===== config.mk =====
export PLATFORM = sky130hd
export DESIGN_NAME = inject_arbiter
export DESIGN_NICKNAME = d
export VERILOG_FILES = /design/src/rtl/inject_arbiter.sv
export SDC_FILE = /design/constraint.sdc
export NUM_CORES = 1
export LEC_CHECK = 0
export ABC_AREA = 1
export BUFFER_PORTS_ARGS = -buffer_cell sky130_fd_sc_hd__buf_2
export CAP_MARGIN = 15
export CORE_MARGIN = 3
export CORE_UTILIZATION = 41
export DETAILED_ROUTE_END_ITERATION = 6
export PLACE_DENSITY = 0.89
export SLEW_MARGIN = 25
export SYNTH_ARGS = -nofsm -noshare
export SYNTH_HDL_FRONTEND = slang
export SYNTH_SLANG_ARGS = --single-unit

===== constraint.sdc =====
create_clock -name clk_i -period 1.8 [get_ports clk_i]
set_input_delay 0.27 -clock clk_i [delete_from_list [all_inputs] [get_ports clk_i]]
set_output_delay 0.27 -clock clk_i [all_outputs]
set_load 0.05 [all_outputs]

===== src/rtl/inject_arbiter.sv =====
`default_nettype none
// ============================================================================
//  Module   : inject_arbiter
//  Purpose  : Wormhole round-robin arbiter feeding one network injection port.
//             Several sources compete for the port. A winner is picked from a
//             rotating start pointer and keeps the port until its tail flit
//             has been sent. Injection is throttled by a downstream credit
//             counter, which is replenished by credit_upd_i pulses.
//  Revision : 1.0  initial release
// ----------------------------------------------------------------------------
//  Ports
//    clk_i         in   1              rising-edge clock
//    rst_i         in   1              asynchronous active-high reset
//    src_valid_i   in   NUM_SRC        per-source flit valid
//    src_last_i    in   NUM_SRC        per-source tail-flit marker
//    src_data_i    in   NUM_SRC*DW     source k flit at [k*DW +: DW]
//    src_ready_o   out  NUM_SRC        accept, asserted only for the owner
//    out_valid_o   out  1              flit presented to the injection port
//    out_data_o    out  DW             injected flit
//    out_last_o    out  1              injected flit is a tail
//    credit_upd_i  in   1              one downstream slot freed
//    grant_o       out  NUM_SRC        one-hot owner, zero when idle
//    credits_o     out  CREDIT_W       current credit count
//    credit_err_o  out  1              sticky credit-overflow flag
//    flit_cnt_o    out  32             total injected flits (wrapping)
// ============================================================================
module inject_arbiter #(
    parameter int NUM_SRC    = 4,
    parameter int DW         = 32,
    parameter int CREDIT_MAX = 16,
    parameter int CREDIT_W   = 5
) (
    input  logic                  clk_i,
    input  logic                  rst_i,
    input  logic [NUM_SRC-1:0]    src_valid_i,
    input  logic [NUM_SRC-1:0]    src_last_i,
    input  logic [NUM_SRC*DW-1:0] src_data_i,
    output logic [NUM_SRC-1:0]    src_ready_o,
    output logic                  out_valid_o,
    output logic [DW-1:0]         out_data_o,
    output logic                  out_last_o,
    input  logic                  credit_upd_i,
    output logic [NUM_SRC-1:0]    grant_o,
    output logic [CREDIT_W-1:0]   credits_o,
    output logic                  credit_err_o,
    output logic [31:0]           flit_cnt_o
);

    // ------------------------------------------------------------------------
    // Constants
    // ------------------------------------------------------------------------
    localparam int IDX_W = (NUM_SRC > 1) ? $clog2(NUM_SRC) : 1;

    localparam logic [0:0] c_ST_IDLE   = 1'b0;
    localparam logic [0:0] c_ST_LOCKED = 1'b1;

    // One extra bit so the circular search sum can exceed NUM_SRC-1 before
    // it is folded back into range.
    localparam logic [IDX_W:0]    c_NUM_SRC    = (IDX_W+1)'(NUM_SRC);
    localparam logic [IDX_W-1:0]  c_LAST_IDX   = IDX_W'(NUM_SRC - 1);
    localparam logic [CREDIT_W-1:0] c_CREDIT_MAX = CREDIT_W'(CREDIT_MAX);

    // ------------------------------------------------------------------------
    // State
    // ------------------------------------------------------------------------
    logic [0:0]          r_state;
    logic [NUM_SRC-1:0]  r_grant;
    logic [IDX_W-1:0]    r_owner;
    logic [IDX_W-1:0]    r_rr_ptr;
    logic [CREDIT_W-1:0] r_credits;
    logic                r_credit_err;
    logic [31:0]         r_flit_cnt;

    logic [0:0]          w_state_nxt;
    logic [NUM_SRC-1:0]  w_grant_nxt;
    logic [IDX_W-1:0]    w_owner_nxt;
    logic [IDX_W-1:0]    w_rr_nxt;
    logic [CREDIT_W-1:0] w_credits_nxt;
    logic                w_credit_err_nxt;

    // ------------------------------------------------------------------------
    // Circular search: first valid source at or after r_rr_ptr
    // ------------------------------------------------------------------------
    logic [IDX_W:0]      w_sum;
    logic                w_found;
    logic [IDX_W-1:0]    w_pick;
    logic [NUM_SRC-1:0]  w_pick_oh;

    always_comb begin
        w_found = 1'b0;
        w_pick  = '0;
        w_sum   = '0;
        for (int i = 0; i < NUM_SRC; i++) begin
            w_sum = {1'b0, r_rr_ptr} + (IDX_W+1)'(i);
            if (w_sum >= c_NUM_SRC) begin
                w_sum = w_sum - c_NUM_SRC;
            end
            if (!w_found && src_valid_i[w_sum[IDX_W-1:0]]) begin
                w_found = 1'b1;
                w_pick  = w_sum[IDX_W-1:0];
            end
        end
    end

    assign w_pick_oh = NUM_SRC'(1) << w_pick;

    // ------------------------------------------------------------------------
    // Owner multiplexer. The registered grant is one-hot (or zero when idle),
    // so an AND-OR mux yields zero for every field whenever nobody owns the
    // port; that covers the "outputs low when not locked" behaviour for free.
    // ------------------------------------------------------------------------
    logic                w_own_valid;
    logic                w_own_last;
    logic [DW-1:0]       w_own_data;

    always_comb begin
        w_own_valid = 1'b0;
        w_own_last  = 1'b0;
        w_own_data  = '0;
        for (int k = 0; k < NUM_SRC; k++) begin
            w_own_valid = w_own_valid | (r_grant[k] & src_valid_i[k]);
            w_own_last  = w_own_last  | (r_grant[k] & src_last_i[k]);
            w_own_data  = w_own_data  | ({DW{r_grant[k]}} & src_data_i[k*DW +: DW]);
        end
    end

    // ------------------------------------------------------------------------
    // Handshake
    // ------------------------------------------------------------------------
    logic w_locked;
    logic w_credit_ok;
    logic w_xfer;

    assign w_locked    = (r_state == c_ST_LOCKED);
    assign w_credit_ok = (r_credits != '0);
    // A flit moves whenever it is presented: the downstream side has no
    // back-pressure other than credits, which are already folded in here.
    assign w_xfer      = w_locked & w_own_valid & w_credit_ok;

    assign out_valid_o = w_xfer;
    assign out_data_o  = w_locked ? w_own_data : '0;
    assign out_last_o  = w_locked & w_own_last;
    assign src_ready_o = r_grant & {NUM_SRC{w_locked & w_credit_ok}};

    // ------------------------------------------------------------------------
    // FSM next-state logic
    // ------------------------------------------------------------------------
    always_comb begin
        w_state_nxt = r_state;
        w_grant_nxt = r_grant;
        w_owner_nxt = r_owner;
        w_rr_nxt    = r_rr_ptr;
        case (r_state)
            c_ST_IDLE: begin
                if (w_found) begin
                    w_state_nxt = c_ST_LOCKED;
                    w_grant_nxt = w_pick_oh;
                    w_owner_nxt = w_pick;
                end else begin
                    w_grant_nxt = '0;
                end
            end
            c_ST_LOCKED: begin
                // Only the tail releases the port; bubbles from the owner
                // simply stall here without re-arbitrating.
                if (w_xfer && w_own_last) begin
                    w_state_nxt = c_ST_IDLE;
                    w_grant_nxt = '0;
                    w_rr_nxt    = (r_owner == c_LAST_IDX) ? '0 : r_owner + IDX_W'(1);
                end
            end
            default: begin
                w_state_nxt = c_ST_IDLE;
                w_grant_nxt = '0;
            end
        endcase
    end

    // ------------------------------------------------------------------------
    // Credit bookkeeping. A return while already full would overflow the
    // downstream buffer model, so the count saturates and the error latches.
    // ------------------------------------------------------------------------
    always_comb begin
        w_credits_nxt    = r_credits;
        w_credit_err_nxt = r_credit_err;
        if (w_xfer && !credit_upd_i) begin
            w_credits_nxt = r_credits - CREDIT_W'(1);
        end else if (!w_xfer && credit_upd_i) begin
            if (r_credits >= c_CREDIT_MAX) begin
                w_credits_nxt    = c_CREDIT_MAX;
                w_credit_err_nxt = 1'b1;
            end else begin
                w_credits_nxt = r_credits + CREDIT_W'(1);
            end
        end
    end

    // ------------------------------------------------------------------------
    // Registers
    // ------------------------------------------------------------------------
    always_ff @(posedge clk_i or posedge rst_i) begin
        if (rst_i) begin
            r_state      <= c_ST_IDLE;
            r_grant      <= '0;
            r_owner      <= '0;
            r_rr_ptr     <= '0;
            r_credits    <= c_CREDIT_MAX;
            r_credit_err <= 1'b0;
            r_flit_cnt   <= '0;
        end else begin
            r_state      <= w_state_nxt;
            r_grant      <= w_grant_nxt;
            r_owner      <= w_owner_nxt;
            r_rr_ptr     <= w_rr_nxt;
            r_credits    <= w_credits_nxt;
            r_credit_err <= w_credit_err_nxt;
            if (w_xfer) begin
                r_flit_cnt <= r_flit_cnt + 32'd1;
            end
        end
    end

    assign grant_o      = r_grant;
    assign credits_o    = r_credits;
    assign credit_err_o = r_credit_err;
    assign flit_cnt_o   = r_flit_cnt;

endmodule
`default_nettype wire


* Yosys cells after proc, flatten, opt, wreduce, memory -nomap -nowiden *
Index checks and enable logic that the tools add are counted.

cells by class
  $add $sub $neg = 11
  multiply operators = 0
  shifts and indexed selects = 1
  order comparisons = 9
  bitwise logic cells = 28
  eq/ne operators = 2
  div/mod/pow operators = 0
  mux-type cells = 31
  reduce and logical (&&, ||, !) cells = 16

operators with widths
  kind                                                                          number
  32-bit AND                                                                    4
  32-bit bitwise OR                                                             3
  32-bit by 1-bit adder with 32-bit output, second input constant               1
  32-bit two-way mux                                                            1
  2-bit two-way mux                                                             9
  5-bit two-way mux                                                             3
  1-bit AND                                                                     12
  2-bit by 3-bit less-than comparator with 1-bit output, second input constant  4
  1-bit two-way mux                                                             10
  3-bit greater-or-equal comparator, second input constant                      3
  1-bit binary-select mux with 2-bit select                                     4
  4-bit two-way mux                                                             2
  4-bit one-hot mux with 2 select lines                                         1
  2-bit by 1-bit subtractor with 2-bit output, second input constant            4
  2-bit by 2-bit adder with 3-bit output, second input constant                 2
  1-bit logical AND                                                             6
  1-bit bitwise OR                                                              6
  5-bit by 1-bit adder with 5-bit output, second input constant                 1
  5-bit greater-or-equal comparator, second input constant                      1
  1-bit zero test                                                               5
  5-bit nonzero test                                                            1
  5-bit by 1-bit subtractor with 5-bit output, second input constant            1
  4-bit AND                                                                     1
  2-bit AND reduction                                                           2
  other kinds (10)                                                              11

storage, ports and cells
  RAM bits = 0
  bits in latches = 0
  word-level logic and storage cells = 105
  register bits after elaboration = 47
  memories kept = 0
  output and inout port bits = 80
  bits in read-only memories = 0

* Logic depth before layout (Yosys ltp) *
Gate-level depths: netlist of the first run.

  word-level depth = 17
  gate-level depth with buffers = 13
  mapped depth without buffers = 12

* Worst setup path after synthesis of the first run *
No wires, ideal clock.

  path kind = register to register
  from = register r_credits[0], in the netlist credits_o[0]
  to = register r_credits[3], in the netlist credits_o[3]
  slack = -0.621 ns
  cell stages (with the launch flop) = 13
  data arrival time = 2.291 ns
  library setup time = 0.130 ns
  period minus slack after synthesis = 2.421 ns
  buffers on the path = 2
  data required time = 1.670 ns
  cell sequence = dfrtp_1 inv_1 ha_1 nand3_1 nand2_2 nor2_4 buf_6 buf_6 ha_1 nor2_1 a21boi_0 o21ai_0 a31oi_1

between the ends
  longest elaborated chain between the ends = 5
  elaborated cells between the ends (all ways) = 12
  classes of those cells = add/sub: 2; order compare: 1; mux: 3; bitwise: 1; reduce/logical: 5

RTL lines
  what                                 RTL line  RTL
  start: declaration                   70        logic [CREDIT_W-1:0] r_credits;
  start signal: assignment             207       r_credits <= c_CREDIT_MAX;
  start signal: assignment             215       r_credits <= w_credits_nxt;
  5-bit nonzero test (*)               135       assign w_credit_ok = (r_credits != '0);
  1-bit AND (*)                        138       assign w_xfer = w_locked & w_own_valid & w_credit_ok;
  net out_valid_o                      39        output logic out_valid_o,
  1-bit zero test                      188       end else if (!w_xfer && credit_upd_i) begin
  1-bit logical AND                    188
  2-bit nonzero test (no source line)  n/a

The timed path passes the listed nets; every way through them passes the cells marked *. The select of a mux whose other input is x is not followed.
A chain may end at the register's enable or synchronous reset.

* Worst setup path in the final report of the first run *
  from = register r_credits[4], in the netlist credits_o[4]
  to = output out_valid_o

between the ends
  longest elaborated chain between the ends = 2

RTL lines
  what                RTL line
  5-bit nonzero test  135
  1-bit AND           138
  end: declaration    39

No other way between the ends.

==> results of run 1 <==
## layout make-up
type	instances	share of cell area, %
diodes	3	0.120
clock inverters	1	0.0797
well taps	129	2.57
clock buffers	7	1.22
repair buffers	252	24.6
flip-flops and latches	47	19.0
multi-input cells	483	49.2
inverters	51	3.17
## layout by cell type (no fill, tap or decap), types with 3 or more instances in the layout
cell type	instances
nand3b_1	5
xnor2_1	11
diode_2	3
nand4_1	8
clkbuf_8	5
a41oi_4	27
nor3_2	3
nand3_2	6
buf_4	46
nand2_4	3
xor2_1	13
o21ai_0	11
ha_4	3
nand2_2	11
nand3_1	22
nor2_1	36
inv_4	3
buf_2	181
buf_8	4
buf_6	13
o21ai_1	7
inv_2	10
ha_1	4
clkbuf_4	5
dfrtp_1	35
dfrtp_2	11
nor3_1	13
nand2_1	264
nor2_4	7
nor2_2	5
inv_1	37
a41oi_2	5
a21oi_1	5
## metal layers
metal,part of all wire (%),vias up,wire [µm],global-route usage (%)
li1,-,2434,-,-
met1,38,2370,5660,29.0
met2,51,236,7600,47.2
met3,7.3,37,1090,5.30
met4,4.0,0,599,11.0
met5,0,-,0,0
## registers in the layout, indices dropped and copies added (netlist names)
register / count
credit_err_o: 1
credits_o: 5
r_rr_ptr: 2
flit_cnt_o: 32
r_state: 1
grant_o: 4
r_owner: 2
## per-stage QoR
stage | total power, W | setup WS [ps] | TNS [ps]
2_1_floorplan | 0.00788 | -230 | -1400
3_3_place_gp | 0.00951 | 31.2 | 0
3_5_place_dp | 0.00967 | -32.0 | -32.0
4_1_cts | 0.0108 | -18.2 | -21.6
5_1_grt | 0.0117 | -66.0 | -190
6_report | 0.0111 | -26.9 | -26.9
## power by group through the flow
stage,clock network (W),logic (W),registers (W)
finish,0.000627,0.00881,0.00169
global route,0.000675,0.00931,0.00172
CTS,0.000619,0.00852,0.00166
detailed placement,0,0.00798,0.00169
global placement,0,0.00783,0.00168
floorplan,0,0.00549,0.00239
## tightest hold or removal path: stages
cell    delay, ps
buf_2         130
ha_4          140
a21o_1        100
## cell families after synthesis
family / Yosys count
buffers and inverters: 76
and+or+nand+nor: 388
DFF: 47
xor gates and xnor gates: 24
adders and majority gates: 7
AOI/OAI and AO/OA: 64
## what timing repair did
action / 4_1_cts / 5_1_grt
endpoints found under the setup margin: 37 / 35
pin swaps: 3 / 4
setup buffers: 4 / 3
hold buffers: 1 / 0
endpoints found under the hold margin: 15 / 0
resized for setup: 52 / 33
## worst max path at each step
| stage | endpoint | cells past startpoint | slack, ps |
|---|---|---|---|
| finish | out_valid_o | 6 | -30 |
| global route | out_valid_o | 6 | -70 |
| CTS | out_valid_o | 6 | -20 |
| detailed placement | credits_o[1] | 10 | -30 |
| global placement | credits_o[1] | 10 | 30 |
| floorplan | credits_o[3] | 12 | -230 |
==> metrics, run 1 <==
status complete, but fails checks; failing checks negative setup slack; final instance area 0.00628 mm²; hold depth 3; area share of the largest cell type after synthesis 29.4%; Hold Crit Endpoint credit_err_o; CTS Buffer Depth 2; clock root buffer clkbuf_8; pin count of the biggest net entering global routing 36; DP Wirelength 11.9 mm; drt total wl 14.9 mm; Seq pwr share 15.2%; WL/cell 15.4 µm; post-synth net total 752; Slew HR 68.3%; Seq cells post-synth 47; Initial Util 42.2%; reg-to-reg slack, setup 40 ps; area of the multi-input gates 0.00309 mm²; Final period util 101%; final count of hold timing violations 0; hold path startpoint credit_upd_i; Slowest cell on crit path dfstp_4; R2R Path Start credits_o[4]; fill cell count 748; Switching Fraction 58.6%; Clock transition at path regs 90 ps; post-synthesis mux area share 0%; Synth area leader dfrtp_1; Fin Hold WS 353 ps; max-slew violations 0; Syn-to-layout area delta 60.2%; worst skew pair latency 310 ps; TritonCTS clock tree done; total CTS buffers 5; crit end category primary output; Max Cap Viol 0; unrepaired setup endpoints after global routing yes; Die H 104 µm; crit start category flop; vias in the first global route 4,772; fin cells 973; FF-to-FF End flit_cnt_o[10]; CP bufs+invs 3; Worst Skew 8.69 ps; Ports 219; post-synthesis compound-gate area fraction 11.6%; IO Port Bufs 218; Critical Path Start credits_o[4]; largest cells by area after synthesis dfrtp_1, nand2_1, a41oi_1; Worst-Margin Slew 471 ps; DRC Markers 0; YS warnings 0; CTS H-tree depth 2; gr usage total 25.8%; xor and xnor area share after synthesis 5.36%; cell area after synthesis 0.00392 mm²; Post-synth EDFFs 0; count of final setup violators 1; Comb power frac 79.2%; Reg area 0.00119 mm²; crit path DAT 1560 ps; post-layout min period 1830 ps; WS Path Type reg -> out; Synth Area in Simple Gates 42.5%; syn avg cell area 6.47 µm²; Leak 2.79 nW; first-pass GRT wire length 22.9 mm; worst min-delay path class in -> reg; GP Congestion 0.895; initial antenna violation count 3; crit path max fanout 4; Critical Path Max Stage Delay 640 ps; clock group share of total power 5.6%; commonest register cell after synthesis dfrtp_1; worst path required time 1530 ps; Reg2Reg Depth 9; nets@finish 986; Internal Power 0.00461 W; Remaining Overflow, GRT 0; peak supply drop 1480 µV; PD cells 1770 mW/mm²; die width 104 µm; # placed instances 954; DIE AREA 0.0108 mm²; largest family of logic cells by synthesized area simple AND/OR/NAND/NOR gates; crit-path cells inv_4 > nand3_4 > nand2_4 > nor2_4 > buf_6 > buf_8; Fmax achieved 0.547 GHz; switching power total 0.00652 W; asr flop ratio synth 100%; DRT iter0 DRCs 334; vias 5,077; Routed Antenna Nets 0; Placed Area 0.00588 mm²; core area 0.00928 mm²; share of cells above drive strength 1 42.3%; CTS sink cnt 47; fin util 67.7%; Top delay family on crit path flip-flops; synth cell count leaders nand2_1, dfrtp_1, nor2_1, inv_1, a41oi_1; row cnt 35; Pre-Repair DR Iteration Count 5; most common cell in the synthesized netlist nand2_1; register area share after synthesis 30.0%; Netlist cell types 39; Cells after Synth 606; final setup margin -26.9 ps; Post-Synth Adder-Cell Area 2.23%; vias per std cell 5.22
(Power assumes the default switching activity.)
==> run 2: changes to the inputs <==
--- a/config.mk
+++ b/config.mk
@@ -12,6 +12,7 @@
 export CORE_UTILIZATION = 41
 export DETAILED_ROUTE_END_ITERATION = 6
 export PLACE_DENSITY = 0.89
+export RECOVER_POWER = 25
 export SLEW_MARGIN = 25
 export SYNTH_ARGS = -nofsm -noshare
 export SYNTH_HDL_FRONTEND = slang
==> metrics, run 2 (same netlist as run 1, synthesis figures left out) <==
status complete, but fails checks (unchanged); failing checks negative setup slack (unchanged); commonest cells after routing, fill and taps aside nand2_1, buf_2, buf_4, inv_1, nor2_1 (unchanged); Die H 104 µm (unchanged); share of cells above drive strength 1 42.2% (was 42.3%); flip-flop count of the largest register after layout 32 (unchanged); crit path max fanout 4 (unchanged); Fin Hold WS 354 ps (was 353 ps); crit path DAT 1550 ps (was 1560 ps); Ports 219 (unchanged); WP depth 6 (unchanged); pin count of the biggest net entering global routing 36 (unchanged); CTS sink cnt 47 (unchanged); count of final setup violators 1 (unchanged); die width 104 µm (unchanged); IO Port Bufs 218 (unchanged); Remaining Overflow, GRT 0 (unchanged); drt total wl 14.9 mm (about the same); Worst Skew 5.86 ps (was 8.69 ps); DIE AREA 0.0108 mm² (unchanged); Routed Antenna Nets 0 (unchanged); reg-to-reg slack, setup 40 ps (about the same); DRT iter0 DRCs 300 (was 334); max-slew violations 0 (unchanged); final setup margin -19.2 ps (was -26.9 ps); row cnt 35 (unchanged); Syn-to-layout area delta 60.1% (was 60.2%); Worst-Margin Slew 670 ps (was 471 ps); initial antenna violation count 3 (unchanged); Slew HR 55.3% (was 68.3%); gr usage total 25.8% (unchanged); Final period util 101% (about the same); crit end category primary output (unchanged); CP bufs+invs 3 (unchanged); peak supply drop 1470 µV (was 1480 µV); core area 0.00928 mm² (unchanged); clock root buffer clkbuf_8 (unchanged); Initial Util 42.2% (unchanged); crit-path cells inv_4 > nand3_4 > nand2_4 > nor2_4 > buf_6 > buf_8 (unchanged); post-layout min period 1820 ps (was 1830 ps); crit start category flop (unchanged); PD cells 1770 mW/mm² (about the same); unrepaired setup endpoints after global routing yes (unchanged); Critical Path End out_valid_o (unchanged); Leak 2.79 nW (about the same); vias per std cell 5.24 (was 5.22); WS Path Type reg -> out (unchanged); FF-to-FF End flit_cnt_o[22] (was flit_cnt_o[10]); CTS Buffer Depth 2 (unchanged); total power 0.0111 W (about the same); worst path required time 1530 ps (about the same); Max Cap Viol 0 (unchanged); Critical Path Max Stage Delay 630 ps (was 640 ps); nets@finish 986 (unchanged); Pre-Repair DR Iteration Count 6 (was 5); WL/cell 15.3 µm (was 15.4 µm); Reg2Reg Depth 9 (unchanged); first-pass GRT wire length 22.9 mm (unchanged); CTS H-tree depth 2 (unchanged); Slowest cell on crit path dfstp_4 (unchanged); GP Congestion 0.895 (unchanged); Fmax achieved 0.550 GHz (was 0.547 GHz); worst skew pair latency 310 ps (about the same); Critical Path Start credits_o[4] (unchanged); fill cell count 750 (was 748); final count of hold timing violations 0 (unchanged); fin util 67.6% (was 67.7%); worst min-delay path class in -> reg (unchanged); TritonCTS clock tree done (unchanged); vias in the first global route 4,772 (unchanged); leading cell type in the layout, fill and taps excluded nand2_1 (unchanged); R2R Path Start credits_o[4] (unchanged); Top delay family on crit path flip-flops (unchanged); DP Wirelength 11.9 mm (unchanged); vias 5,099 (was 5,077); total CTS buffers 5 (unchanged); Clock transition at path regs 80 ps (was 90 ps); DRC Markers 0 (unchanged)
[run 2: cell type report]
type / count / area (µm²) / area share [%]
multi-input cells: 483 / 3090 / 49.3
repair buffers: 252 / 1540 / 24.5
flip-flops and latches: 47 / 1190 / 19.0
inverters: 51 / 199 / 3.17
well taps: 129 / 161 / 2.57
clock buffers: 7 / 76.3 / 1.22
diodes: 3 / 7.51 / 0.120
clock inverters: 1 / 5.00 / 0.0797
[run 2: worst min path at each step]
stage                 startpoint        endpoint  slack [ps]  cells after the start
floorplan             r_owner[0]     r_rr_ptr[0]         460                      1
global placement           rst_i  flit_cnt_o[25]         260                      2
detailed placement         rst_i  flit_cnt_o[25]         270                      2
CTS                 credit_upd_i    credits_o[1]         350                      3
global route        credit_upd_i    credits_o[1]         360                      3
finish              credit_upd_i    credit_err_o         350                      3
[run 2: worst min-delay path: cells and delay by family]
family | cells | cell delay [ps]
AO/OA/AOI/OAI | 1 | 100
buffers and inverters | 1 | 130
adder cells (fa/ha/maj) | 1 | 130
[run 2: report_power, final]
part / switching (W) / internal (W)
registers: 0.000321 / 0.00136
clock network: 0.000347 / 0.000273
logic: 0.00582 / 0.00297
[run 2: metrics by stage]
step,std cells,area [µm²],setup WS [ps],TNS (ps)
final,973,6280,-19.2,-19.2
after global routing,973,6280,-66.0,-190
after CTS,967,6150,-18.2,-21.6
after detailed placement,954,5880,-32.0,-32.0
after global placement,954,5880,31.2,0
after floorplan,606,4580,-230,-1400
[run 2: timing repair]
action,in CTS,in global routing
hold endpoints to repair,15,0
hold buffers,1,0
endpoints found under the setup margin,37,35
setup buffers,4,3
pin swaps,3,4
gates resized for setup,52,33
[run 2: layer usage]
layer	GRT usage (%)	up-vias	wire length [µm]
met4	11.0	0	628
met1	29.0	2374	5590
met3	5.30	45	1100
met5	0	-	0
li1	-	2438	-
met2	47.2	242	7560
